==> src/rtl/ntt_bu_scheduler.sv <==
// Address/zeta/mode sequencer for one butterfly unit doing a 256-point Kyber NTT or inverse NTT in place.
// Reads are issued for 128 cycles per layer, then the RAM+BU pipeline drains before the next layer starts.
module ntt_bu_scheduler #(
  parameter int unsigned RD_LAT = 1,
  parameter int unsigned BU_LAT = 6
) (
  input  logic       clk_i,
  input  logic       rst_i,
  input  logic       start_i,
  input  logic       is_ntt_i,
  output logic       busy_o,
  output logic       done_o,
  output logic       mode_o,
  output logic [2:0] layer_o,
  output logic       rd_en_o,
  output logic [7:0] rd_addr_a_o,
  output logic [7:0] rd_addr_b_o,
  output logic [6:0] zeta_idx_o,
  output logic       wr_en_o,
  output logic [7:0] wr_addr_a_o,
  output logic [7:0] wr_addr_b_o
);

  localparam int unsigned PIPE_LAT = RD_LAT + BU_LAT;
  localparam int unsigned DCW      = $clog2(PIPE_LAT + 1);
  localparam logic [DCW-1:0] DRAIN_LAST = DCW'(PIPE_LAT - 1);

  localparam logic [1:0] S_IDLE  = 2'd0;
  localparam logic [1:0] S_ISSUE = 2'd1;
  localparam logic [1:0] S_DRAIN = 2'd2;
  localparam logic [1:0] S_DONE  = 2'd3;

  logic [1:0]     state_q, state_n;
  logic [2:0]     layer_q, layer_n;
  logic [6:0]     bf_q, bf_n;
  logic [DCW-1:0] drain_q, drain_n;
  logic           mode_n;

  logic [3:0] shamt;
  logic [7:0] len;
  logic [6:0] grp;
  logic [7:0] offs;
  logic [7:0] addr_a, addr_b;
  logic [6:0] zeta_fwd, zeta_inv, zeta_n;

  // {valid, addr_a, addr_b}; rd_en_o/rd_addr_* feed stage 1, wr_* is the final stage
  logic [16:0] dly_q [1:PIPE_LAT-1];

  always_comb begin
    state_n = state_q;
    layer_n = layer_q;
    bf_n    = bf_q;
    drain_n = drain_q;
    mode_n  = mode_o;
    case (state_q)
      S_IDLE: begin
        if (start_i) begin
          state_n = S_ISSUE;
          layer_n = '0;
          bf_n    = '0;
          drain_n = '0;
          mode_n  = is_ntt_i;
        end
      end
      S_ISSUE: begin
        if (bf_q == 7'd127) begin
          state_n = S_DRAIN;
          drain_n = '0;
        end else begin
          bf_n = bf_q + 7'd1;
        end
      end
      S_DRAIN: begin
        if (drain_q == DRAIN_LAST) begin
          if (layer_q == 3'd6) begin
            state_n = S_DONE;
          end else begin
            state_n = S_ISSUE;
            layer_n = layer_q + 3'd1;
            bf_n    = '0;
          end
        end else begin
          drain_n = drain_q + DCW'(1);
        end
      end
      S_DONE:  state_n = S_IDLE;
      default: state_n = S_IDLE;
    endcase
  end

  // Outputs are registered from the next-state values so they line up with the state they describe.
  always_comb begin
    shamt    = mode_n ? (4'd7 - {1'b0, layer_n}) : ({1'b0, layer_n} + 4'd1);
    len      = mode_n ? (8'd128 >> layer_n) : (8'd2 << layer_n);
    grp      = bf_n >> shamt;
    offs     = {1'b0, bf_n} & (len - 8'd1);
    addr_a   = ({1'b0, grp} << (shamt + 4'd1)) | offs;
    addr_b   = addr_a + len;
    zeta_fwd = (7'd1 << layer_n) + grp;
    zeta_inv = (7'd127 >> layer_n) - grp;
    zeta_n   = mode_n ? zeta_fwd : zeta_inv;
  end

  always_ff @(posedge clk_i or posedge rst_i) begin
    if (rst_i) begin
      state_q     <= S_IDLE;
      layer_q     <= '0;
      bf_q        <= '0;
      drain_q     <= '0;
      busy_o      <= 1'b0;
      done_o      <= 1'b0;
      mode_o      <= 1'b0;
      layer_o     <= '0;
      rd_en_o     <= 1'b0;
      rd_addr_a_o <= '0;
      rd_addr_b_o <= '0;
      zeta_idx_o  <= '0;
      wr_en_o     <= 1'b0;
      wr_addr_a_o <= '0;
      wr_addr_b_o <= '0;
      for (int unsigned k = 1; k < PIPE_LAT; k++) begin
        dly_q[k] <= '0;
      end
    end else begin
      state_q <= state_n;
      layer_q <= layer_n;
      bf_q    <= bf_n;
      drain_q <= drain_n;
      busy_o  <= (state_n != S_IDLE);
      done_o  <= (state_n == S_DONE);
      mode_o  <= mode_n;
      layer_o <= layer_n;
      rd_en_o <= (state_n == S_ISSUE);
      if (state_n == S_ISSUE) begin
        rd_addr_a_o <= addr_a;
        rd_addr_b_o <= addr_b;
        zeta_idx_o  <= zeta_n;
      end else begin
        rd_addr_a_o <= '0;
        rd_addr_b_o <= '0;
        zeta_idx_o  <= '0;
      end
      dly_q[1] <= {rd_en_o, rd_addr_a_o, rd_addr_b_o};
      for (int unsigned k = 2; k < PIPE_LAT; k++) begin
        dly_q[k] <= dly_q[k-1];
      end
      {wr_en_o, wr_addr_a_o, wr_addr_b_o} <= dly_q[PIPE_LAT-1];
    end
  end

endmodule

==> config.mk <==
export PLATFORM = sky130hd
export DESIGN_NAME = ntt_bu_scheduler
export DESIGN_NICKNAME = d
export VERILOG_FILES = /design/src/rtl/ntt_bu_scheduler.sv
export SDC_FILE = /design/constraint.sdc
export NUM_CORES = 1
export LEC_CHECK = 0
export CAP_MARGIN = 20
export CORE_MARGIN = 5
export CORE_UTILIZATION = 52
export DETAILED_ROUTE_END_ITERATION = 10
export DONT_BUFFER_PORTS = 1
export PLACE_DENSITY_LB_ADDON = 0.05
export SYNTH_ARGS = -nofsm -noshare
export SYNTH_HDL_FRONTEND = slang
export SYNTH_SLANG_ARGS = --single-unit
==> constraint.sdc <==
create_clock -name clk_i -period 5.8 [get_ports clk_i]
set_input_delay 0.58 -clock clk_i [delete_from_list [all_inputs] [get_ports clk_i]]
set_output_delay 0.58 -clock clk_i [all_outputs]
set_load 0.03 [all_outputs]
==> impl_metrics.csv, run 1 <==
group,metric,value,unit
floorplanning,initial_core_util,52.7,%
clock_tree,cts_tree,"yes",
global_route,grtUsageMet2,31.5,%
route,wire_per_inst,18.3,um
power_and_ir_drop,leakagePower,3.44,nW
route,detail_route.wirelength,13.7,mm
global_route,antenna_found_initial,0,
yosys,yosys.area.top_type,"dfrtp_1",
finish,seqCellArea,4030,um2
clock_tree,clock_path_buffers,2,
critical_path,endpoint_kind,"flip-flop",
critical_path,critical_path_required,6130,ps
finish,fin_nets,604,
clock_tree,tritoncts.num_buffers,17,
outcome,outcome,"finished, final reports clean",
global_route,grt_start_max_net_pins,82,
yosys,synth.ff_latch_count,161,
critical_path,start_kind,"flip-flop",
place,dp_hpwl,9.61,mm
place,port-buffer-count,0,
sta,grt_setup_unrepaired,"false",
yosys,synth_area,6600,um2
route,route.vias.total,4167,
yosys,postSynth.topFlopCell,"dfrtp_1",
power_and_ir_drop,power_dens_cells,323,nW/um2
global_route,vias_in_the_first_global_route,4156,
route,dr.first_iter.drc_count,346,
yosys,synth.top_cell.area_share,61.1,%
sta,fmax,188,MHz
route,via_per_inst,5.58,
place,pre_cts_ws,351,ps
place,place.gp.congestion,0.940,
yosys,netlist_top_cells_count,"dfrtp_1 (161), nor2_1 (39), a21oi_1 (34), nand2_1 (34), ha_1 (33)",
finish,combined_area_of_the_multi_input_logic_cells,2400,um2
sta,final.setup_skew,9.06,ps
sta,min_period,5310,ps
floorplanning,die_w,123,um
sta,hold_viol,0,
sta,timing.max_slew.rel_slack,37.8,%
yosys,synthesis.area_per_instance,12.2,um2
yosys,synth_enable_flop_cells,0,
finish,drive_above_1_share,12.3,%
clock_tree,cts_htree_levels,4,
floorplanning,io-pin-count,51,
critical_path,regToRegSetupSlack,490,ps
global_route,grt_remaining_overflow,0,
sta,final.period_utilization,91.5,%
global_route,grt_pass1_wl,22.6,mm
critical_path,criticalPathCategory,"reg2reg",
floorplanning,placementRows,41,
global_route,globalRouteMet3Util,4.52,%
sta,maxSlewViolCount,0,
clock_tree,worst_skew_pair.late_latency,410,ps
route,final_antenna_net_count,0,
sta,post-route-worst-setup-slack,494,ps
yosys,post-synth-top-count-cell,"dfrtp_1",
sta,setup_viol,0,
sta,worstMarginPinSlew,933,ps
yosys,yosys_warnings,0,
yosys,synth.area.top_cells,"dfrtp_1 (61%), ha_1 (6.3%), a21oi_1 (2.6%), nor2_1 (2.2%), nand2_1 (1.9%)",
clock_tree,cts_root_buffer,"clkbuf_16",
power_and_ir_drop,vdd_ir_drop_max,0.000194,V
critical_path,path_max_fanout,14,
route,dr.pass1.iters,5,
yosys,synth-seq-area-share,61.1,%
floorplanning,dieHeight,123,um
finish,layout-area-overhead-vs-synth,12.9,%
clock_tree,cts_num_sinks,161,
global_route,globalRouteTotalUtil,19.9,%
finish,ant_diodes,0,
critical_path,arrival_time_at_the_worst_endpoint,5630,ps
job,timing.max_cap.violations,0,
global_route,grtUsageMet1,27.4,%
yosys,syn_inst,542,
route,residual_drc,0,
worst_hold_path,min-delay-path-class,"in2async",
yosys,synth.lib_cells_used.distinct,73,
yosys,mappedNetlistNets,582,
sta,timing.setup.tns,0,ps
floorplanning,die_area,15000,um2
floorplanning,floorplan.core_area,12500,um2
clock_tree,cts_hold_buffers,0,
clock_tree,clk_pin_slew,60,ps
global_route,gr-max-usage-layer,"met2",
sta,hold-worst-slack,147,ps
power_and_ir_drop,fin_total_pwr,0.00241,W
finish,nFillCells,1019,
yosys,synth_async_sr_flop_share,100,%
[layout make-up]
| class | count | share of cell area (%) |
|---|---|---|
| inverter | 32 | 1.71 |
| multi-input combinational | 336 | 32.3 |
| timing repair buffer | 16 | 1.61 |
| clock buffer | 17 | 5.71 |
| tap | 172 | 2.89 |
| clock inverter | 13 | 1.73 |
| sequential | 161 | 54.1 |
[state kept, by name (all words and copies together), names as in the netlist, 2 cells and up]
signal,count
bf_q,7
wr_addr_a_o,8
rd_addr_a_o,8
dly_q,102
state_q,2
rd_addr_b_o,8
layer_q,3
drain_q,3
zeta_idx_o,7
wr_addr_b_o,8
[placed cells by master, fill, tap and decap left out, types with 6 or more instances in the layout]
master and instances:
a21oi_1 34, nor3_1 6, inv_6 6, a31oi_1 7, a21o_1 7, clkbuf_16 17
and3_1 7, nand3_1 9, nand2b_1 7, nor2_1 39, inv_1 27, buf_4 16
dfrtp_1 161, xnor2_1 14, o21ai_0 13, nand2_1 34, ha_1 33, and2_1 17
[metrics by stage]
step           util (%)  area (um2)  std cells
4_1_cts            59.4        7430        746
5_1_grt            59.5        7450        747
3_5_place_dp       54.9        6880        716
3_3_place_gp       54.9        6880        716
6_report           59.5        7450        747
2_1_floorplan         -        6600        542
[critical path: stages (launching register included)]
cell and delay, ps:
dfrtp_1 520, or3b_4 510, nand3_2 140, and2_1 230
inv_1 130, ha_1 240, ha_1 280, inv_1 80
a211o_1 260, o31ai_2 130, o2111ai_1 190, o2bb2ai_1 380
a21oi_1 190, a2bb2oi_1 160, or2_2 300, nand2_1 100
ha_1 240, inv_1 90, o21bai_1 70, a21oi_1 230
o21bai_1 90, a21oi_1 190, xnor2_1 110, a31o_2 210
a21oi_1 140
[report_power, final]
group	internal, W	switching [W]	total [W]
combinational	0.0000347	0.0000660	0.000101
clock	0.000593	0.000447	0.00104
sequential	0.00120	0.0000734	0.00127
[routing by layer]
layer  vias up  share of wire, %
li1       1959                 -
met1      2092                44
met2       107                50
met3         9               4.7
met4         0               1.2
met5         -                 0
[path summary, 6_finish.rpt]
kind / start / end / cells past startpoint
setup / recovery: state_q[1]$_DFF_PP0_ / rd_addr_b_o[7]$_DFF_PP0_ / 24
hold / removal: rst_i / wr_addr_a_o[4]$_DFF_PP0_ / 1
setup reg to reg: state_q[1]$_DFF_PP0_ / rd_addr_b_o[7]$_DFF_PP0_ / 24
hold reg to reg: dly_q[78]$_DFF_PP0_ / dly_q[61]$_DFF_PP0_ / 0
max in group asynchronous: rst_i / zeta_idx_o[1]$_DFF_PP0_ / 2
min in group clk_i: dly_q[78]$_DFF_PP0_ / dly_q[61]$_DFF_PP0_ / 0
[what timing repair did]
action                                  in CTS  in global routing
endpoints found under the setup margin       0                  2
setup buffers                                0                  1
resized for setup                            0                  2
[logic make-up (layout without fill, tap and decap cells)]
| kind of cell | after synthesis | after routing | share of synthesized area, % |
|---|---|---|---|
| multiplexers | 10 | 10 | 1.82 |
| flip-flops | 161 | 161 | 61.1 |
| XOR/XNOR | 19 | 19 | 2.52 |
| AO/OA/AOI/OAI | 130 | 130 | 14.1 |
| AND/OR/NAND/NOR | 141 | 141 | 10.7 |
| adder cells (fa/ha/maj) | 36 | 36 | 7.17 |
| buffers and inverters | 45 | 78 | 2.65 |
Note: power is estimated with default switching activity, not from simulation.
==> run 2: changes to the inputs <==
--- a/config.mk
+++ b/config.mk
@@ -14,3 +14,4 @@
 export SYNTH_ARGS = -nofsm -noshare
 export SYNTH_HDL_FRONTEND = slang
 export SYNTH_SLANG_ARGS = --single-unit
+export TNS_END_PERCENT = 10
==> constraint.sdc (replaced) <==
create_clock -name clk_i -period 5.8 [get_ports clk_i]
set_input_delay 1.45 -clock clk_i [delete_from_list [all_inputs] [get_ports clk_i]]
set_output_delay 1.45 -clock clk_i [all_outputs]
set_load 0.03 [all_outputs]
==> run 2 against run 1 <==
  * Core utilization rose by 1.6 points
  * Final area is 2.6% higher
  * Register-to-register slack better by 40 ps
  * First-iteration DRC count down 18%
  * Largest cell class unchanged
  * Clock skew is 2.8 ps higher
  * Power increased by 3.6%
  * Cell count rose by 2.5%
  * Largest power group unchanged
==> impl_metrics.csv, run 2 (synthesis results as in run 1) <==
group,metric,value,unit
outcome,outcome,"finished, final reports clean",
clock_tree,cts_htree_levels,4,
global_route,antenna_found_initial,0,
worst_hold_path,min-delay-path-class,"reg2reg",
route,dr.pass1.iters,5,
critical_path,critPathTopFamily,"compound AO/OA/AOI/OAI gates",
clock_tree,post_cts_buffers,0,
sta,grt_setup_unrepaired,"false",
power_and_ir_drop,fin_total_pwr,0.00250,W
floorplanning,initial_core_util,52.7,%
place,dp_hpwl,9.75,mm
sta,timing.max_slew.rel_slack,55.9,%
power_and_ir_drop,intPower,0.00189,W
global_route,grt_pass1_wl,23.9,mm
floorplanning,die_w,123,um
finish,largest_register_ffs,102,
sta,min_period,5430,ps
floorplanning,placementRows,41,
finish,layout-area-overhead-vs-synth,15.9,%
clock_tree,cts_hold_buffers,0,
floorplanning,die_area,15000,um2
critical_path,criticalPathCategory,"in2reg",
route,route.vias.total,4282,
floorplanning,floorplan.core_area,12500,um2
finish,fin_nets,622,
clock_tree,worst_skew_pair.late_latency,410,ps
finish,top_register,"dly_q",
route,wire_per_inst,19.2,um
clock_tree,cts_tree,"yes",
place,place.gp.congestion,0.916,
sta,worstMarginPinSlew,651,ps
critical_path,arrival_time_at_the_worst_endpoint,5770,ps
power_and_ir_drop,vdd_ir_drop_max,0.000233,V
power_and_ir_drop,swShare,24.4,%
clock_tree,clock_path_buffers,2,
place,post_dp_cell_area,7030,um2
finish,drive_above_1_share,15.2,%
clock_tree,tritoncts.num_buffers,17,
power_and_ir_drop,sw_pwr,0.000608,W
power_and_ir_drop,power_dens_cells,326,nW/um2
clock_tree,cts_resized,0,
finish,most_frequent_cells_in_the_layout,"dfrtp_1 (161), nor2_1 (39), nand2_1 (34), a21oi_1 (34)",
global_route,grt_start_max_net_pins,125,
route,detail_route.wirelength,14.7,mm
clock_tree,clk_pin_slew,70,ps
sta,fmax,184,MHz
critical_path,worstPathBufferInverterCount,2,
power_and_ir_drop,seqPwrFrac,51.0,%
critical_path,timing.critical_path.slowest_cell_delay,360,ps
clock_tree,cts_root_buffer,"clkbuf_16",
floorplanning,dieHeight,123,um
sta,maxSlewViolCount,0,
power_and_ir_drop,combPwrFrac,4.3,%
sta,final.setup_skew,11.8,ps
job,timing.max_cap.violations,0,
power_and_ir_drop,leakagePower,3.57,nW
critical_path,crit_chain,"or3b_4 > nand3_1 > and2_1 > inv_1 > ha_1 > ha_1 > inv_1 > a211o_1 > o31ai_2 > a31oi_1 > a22o_1 > a31oi_1 > o221ai_1 > ha_1 > a21oi_1 > o21bai_1 > a21oi_1 > o21bai_1 > a21oi_1 > xnor2_1 > a31o_2 > a21oi_1",
clock_tree,cts_num_sinks,161,
finish,postLayoutCellArea,7650,um2
critical_path,start_kind,"input port",
global_route,globalRouteTotalUtil,21.2,%
global_route,grt_remaining_overflow,0,
critical_path,critical_path_s_slowest_cell,"or3b_4",
place,port-buffer-count,0,
critical_path,endpoint_kind,"flip-flop",
finish,utilization,61.1,%
finish,layout_commonest_cell,"dfrtp_1",
critical_path,critical_path_required,6140,ps
route,via_per_inst,5.59,
critical_path,path_max_fanout,5,
finish,ant_diodes,0,
power_and_ir_drop,clkPwrFrac,44.7,%
route,final_antenna_net_count,0,
sta,hold_viol,0,
global_route,vias_in_the_first_global_route,4394,
sta,hold-worst-slack,340,ps
critical_path,worst_path_most_repeated_cell,"a21oi_1",
sta,setup_viol,0,
floorplanning,io-pin-count,51,
sta,final.period_utilization,93.6,%
route,dr.first_iter.drc_count,285,
route,residual_drc,0,
-- run 2: path summary, 6_finish.rpt --
kind,slack [ps],depth (start not counted),startpoint,end
min,340,0,dly_q[88]$_DFF_PP0_,dly_q[71]$_DFF_PP0_
min reg2reg,340,0,dly_q[88]$_DFF_PP0_,dly_q[71]$_DFF_PP0_
min in group asynchronous,900,1,rst_i,dly_q[20]$_DFF_PP0_
max in group asynchronous,4070,2,rst_i,layer_q[1]$_DFF_PP0_
max,370,22,start_i,rd_addr_b_o[7]$_DFF_PP0_
max reg2reg,530,23,layer_q[1]$_DFF_PP0_,rd_addr_b_o[7]$_DFF_PP0_
-- run 2: area by class of cell --
cell class                 instances  area, um2
clock buffer                      18        439
clock inverter                    13        153
fill                             994       4870
inverter                          32        128
multi-input combinational        336       2410
sequential                       161       4030
tap                              172        215
timing repair buffer              34        275
-- run 2: power groups by stage --
stage	logic, W	clock network (W)	registers (W)
5_1_grt	0.000124	0.00119	0.00128
3_5_place_dp	0.000106	0	0.00129
6_report	0.000108	0.00112	0.00127
2_1_floorplan	0.0000767	0	0.00128
3_3_place_gp	0.000105	0	0.00128
4_1_cts	0.000108	0.00114	0.00127
-- run 2: routing by layer --
layer  up-vias  wire length [um]  global-route usage, %
li1       1996                 -                      -
met1      2181              6380                   27.4
met2        97              7500                   35.8
met3         8               703                   5.25
met4         0               107                   5.81
met5         -                 0                      0
-- run 2: metrics by stage --
step	TNS (ps)	instances	setup slack, ps
floorplan	-33.3	542	-33.3
global placement	0	734	63.3
detailed placement	-7.49	734	-7.49
CTS	0	765	406
global route	0	766	12.3
finish	0	766	372
-- run 2: worst reg2reg max path: cells and delay by family, from the launching register on --
| kind | cells | cell delay, ps |
|---|---|---|
| and+or+nand+nor | 1 | 240 |
| AOI/OAI and AO/OA | 15 | 2960 |
| DFF | 1 | 590 |
| buffers and inverters | 2 | 250 |
| xor gates and xnor gates | 1 | 120 |
| adders and majority gates | 4 | 1050 |
==> run 3: changes to the inputs <==
--- a/config.mk
+++ b/config.mk
@@ -10,6 +10,8 @@
 export CORE_UTILIZATION = 52
 export DETAILED_ROUTE_END_ITERATION = 10
 export DONT_BUFFER_PORTS = 1
+export GPL_ROUTABILITY_DRIVEN = 1
+export GPL_TIMING_DRIVEN = 1
 export PLACE_DENSITY_LB_ADDON = 0.05
 export SYNTH_ARGS = -nofsm -noshare
 export SYNTH_HDL_FRONTEND = slang
==> results of run 3 <==
The final DEF is identical to that of run 2; final timing and power are the same.
==> RTL edit 1: new RTL, settings of run 1 <==
`BU_LAT`: 6 -> 3.
--- a/src/rtl/ntt_bu_scheduler.sv
+++ b/src/rtl/ntt_bu_scheduler.sv
@@ -3,5 +3,5 @@
 module ntt_bu_scheduler #(
   parameter int unsigned RD_LAT = 1,
-  parameter int unsigned BU_LAT = 6
+  parameter int unsigned BU_LAT = 3
 ) (
   input  logic       clk_i,
Function: changed (Yosys sat finds a counterexample within 10 cycles, from zero or initial values and one cycle with rst_i high).
==> RTL edit 1 against run 1 <==
  * Synthesized area fell by 18%
  * Utilization fell by 3.0 points
  * Total power fell by 40%
  * Setup slack improved by 0.022 ns
  * Combinational power rose by 38%
  * Sequential cell count fell by 51
  * Non-clock buffer count fell by 4
  * Cell area fell by 23%
  * Synthesized cell count fell by 7.6%
  * Wire length fell by 12%
==> RTL edit 1: results <==
export IMPL_drive_gt1_frac=0.0959
export IMPL_status="complete, no violations"
export IMPL_synthTopCellsByCount="dfrtp_1, nor2_1, ha_1"
export IMPL_clkTransAtPathRegs_ns=0.11
export IMPL_comb_power_share=0.096
export IMPL_r2r_start="drain_q[0]"
export IMPL_clk_latency_ns=0.37
export IMPL_fill_cells=886
export IMPL_synthAdderAreaFrac=0.0879
export IMPL_synthXorXnorAreaFrac=0.0309
export IMPL_p_leak_uw=0.00263
export IMPL_hpwl_um=9030
export IMPL_synth_area_leaders="dfrtp_1, ha_1, nor2_1"
export IMPL_grt_met2_usage=0.333
export IMPL_fin_nets=546
export IMPL_fin_skew_ns=0.0151
export IMPL_pwr_share_clk=0.285
export IMPL_gp_congestion=0.896
export IMPL_largest_reg_flops=51
export IMPL_cp_endpoint="zeta_idx_o[6]"
export IMPL_grt_max_degree=72
export IMPL_synthMuxAreaShare=0.0263
export IMPL_ff2ff_setup_slack_ns=0.52
export IMPL_vias=3755
export IMPL_worst_ep_arrival_time_ns=5.53
export IMPL_use_met1=0.282
export IMPL_synth_compound_area_frac=0.157
-- RTL edit 1: cell types whose count changed after synthesis, sizes merged, moves of 4 or more --
cell    change
a21o        +4
a21oi      -10
a31oi       -5
and2        -4
clkbuf      +6
dfrtp      -51
nor2       +15
nor2b       +4
nor3        +6
o211ai      +6
-- RTL edit 1: final cells by class --
cell class / instances / area, µm² / area share
Sequential cell: 110 / 2750 / 0.478
Tap cell: 136 / 170 / 0.0295
Timing Repair Buffer: 12 / 90.1 / 0.0156
Inverter: 30 / 120 / 0.0209
Multi-Input combinational cell: 343 / 2460 / 0.426
Clock inverter: 6 / 43.8 / 0.00760
Clock buffer: 10 / 128 / 0.0222
-- RTL edit 1: layer usage --
layer | routed length [µm] | share of wire | up-vias
li1 | - | - | 1772
met1 | 5440 | 0.45 | 1861
met2 | 5800 | 0.48 | 110
met3 | 714 | 0.059 | 12
met4 | 160 | 0.013 | 0
met5 | 0 | 0 | -
==> RTL edit 2: new RTL, settings of run 1 <==
Made on the original files. Add an input register stage for `is_ntt_i`; this delays it by one clock. The other inputs are not delayed to match.
--- a/src/rtl/ntt_bu_scheduler.sv
+++ b/src/rtl/ntt_bu_scheduler.sv
@@ -31,4 +31,10 @@
   localparam logic [1:0] S_DONE  = 2'd3;
 
+  logic is_ntt_q;
+
+  always_ff @(posedge clk_i) begin
+    is_ntt_q <= is_ntt_i;
+  end
+
   logic [1:0]     state_q, state_n;
   logic [2:0]     layer_q, layer_n;
@@ -60,5 +66,5 @@
           bf_n    = '0;
           drain_n = '0;
-          mode_n  = is_ntt_i;
+          mode_n  = is_ntt_q;
         end
       end
Check against the original RTL: not equivalent (Yosys sat finds a counterexample within 4 cycles, from zero or initial values and one cycle with rst_i high).
==> RTL edit 2 against run 1 <==
  * Global-route usage increased by 1.2 points
  * Wire length up 11%
  * Setup slack got worse by 0.093 ns
  * Highest routed layer unchanged
  * Sequential cell count is 1 higher
  * Worst hold slack improved by 0.0097 ns
  * Synthesized area rose by 1.6%
  * Cell count rose by 2.0%
  * Cell area up 1.6%
  * Largest cell class unchanged
Power is not compared: it rests on default switching activity, and its combinational part moved more than twofold at a synthesized area within 25%.
==> RTL edit 2: results <==
export IMPL_ff2ff_setup_slack_ns=0.40
export IMPL_wire_per_inst_um=20.0
export IMPL_grt_pass1_wl_um=23900
export IMPL_grt_pass1_vias=4398
export IMPL_clock_buffers=18
export IMPL_gp_congestion=0.945
export IMPL_synth_distinct_cells=72
export IMPL_path_max_fanout=18
export IMPL_seq_area_frac_synth=0.604
export IMPL_multi_input_gates=346
export IMPL_wl_met3_um=961
export IMPL_async_flop_share=0.994
export IMPL_place_area_mm2=0.00695
export IMPL_use_met1=0.262
export IMPL_antenna_found_initial=1
export IMPL_fin_util=0.600
export IMPL_multi_input_area_mm2=0.00245
export IMPL_whs_ns=0.157
export IMPL_synth_seq_cells=162
export IMPL_synthTopCellsByCount="dfrtp_1, nor2_1, nand2_1"
export IMPL_grt_max_degree=84
export IMPL_inv_count=33
export IMPL_grt_util_met3=0.0581
export IMPL_fin_skew_ns=0.0185
export IMPL_place_ws_ns=0.0498
export IMPL_status="complete, no violations"
RTL edit 2: changes by cell type after synthesis, moves of 5 or more:
cell            run 1  this run
a21oi_1            34        27
o21ai_0            13        18
xnor2_1            14         7
xor2_1              5        10
nor3_1              6        11
and2_1             17        12
a21o_1              7        14
RTL edit 2: worst max-delay path, cell delays in order, from the launching register on:
cell,delay [ns]
dfrtp_1,0.38
inv_1,0.10
ha_1,0.23
nand4b_1,0.22
o211a_1,0.32
or2_1,0.27
ha_1,0.32
nor2_1,0.13
mux2i_1,0.09
o31a_4,0.17
inv_4,0.19
ha_1,0.23
inv_1,0.09
a2111oi_2,0.28
o21ai_1,0.19
o32a_1,0.43
inv_1,0.08
ha_1,0.22
a21o_1,0.17
a21oi_1,0.20
o21bai_1,0.09
a21oi_1,0.20
o21ai_0,0.13
xor2_1,0.18
or2_2,0.28
mux2i_1,0.12
RTL edit 2: kinds of logic after synthesis:
| group | share of synthesized area |
|---|---|
| buf+inv | 0.0326 |
| simple gates | 0.117 |
| fa+ha+maj | 0.0705 |
| mux | 0.0203 |
| flops | 0.604 |
| xor+xnor | 0.0222 |
| compound gates | 0.134 |
RTL edit 2: worst max-delay path by stage:
stage / from / end / slack (ns) / cells after the start
4_1_cts: state_q[0] / rd_addr_b_o[7] / 0.04 / 23
3_5_place_dp: start_i / rd_addr_b_o[7] / 0.05 / 23
6_report: drain_q[0] / rd_addr_b_o[7] / 0.40 / 25
2_1_floorplan: layer_q[0] / rd_addr_b_o[7] / 0.21 / 28
5_1_grt: drain_q[0] / zeta_idx_o[6] / 0.003 / 25
3_3_place_gp: start_i / rd_addr_b_o[7] / 0.32 / 23
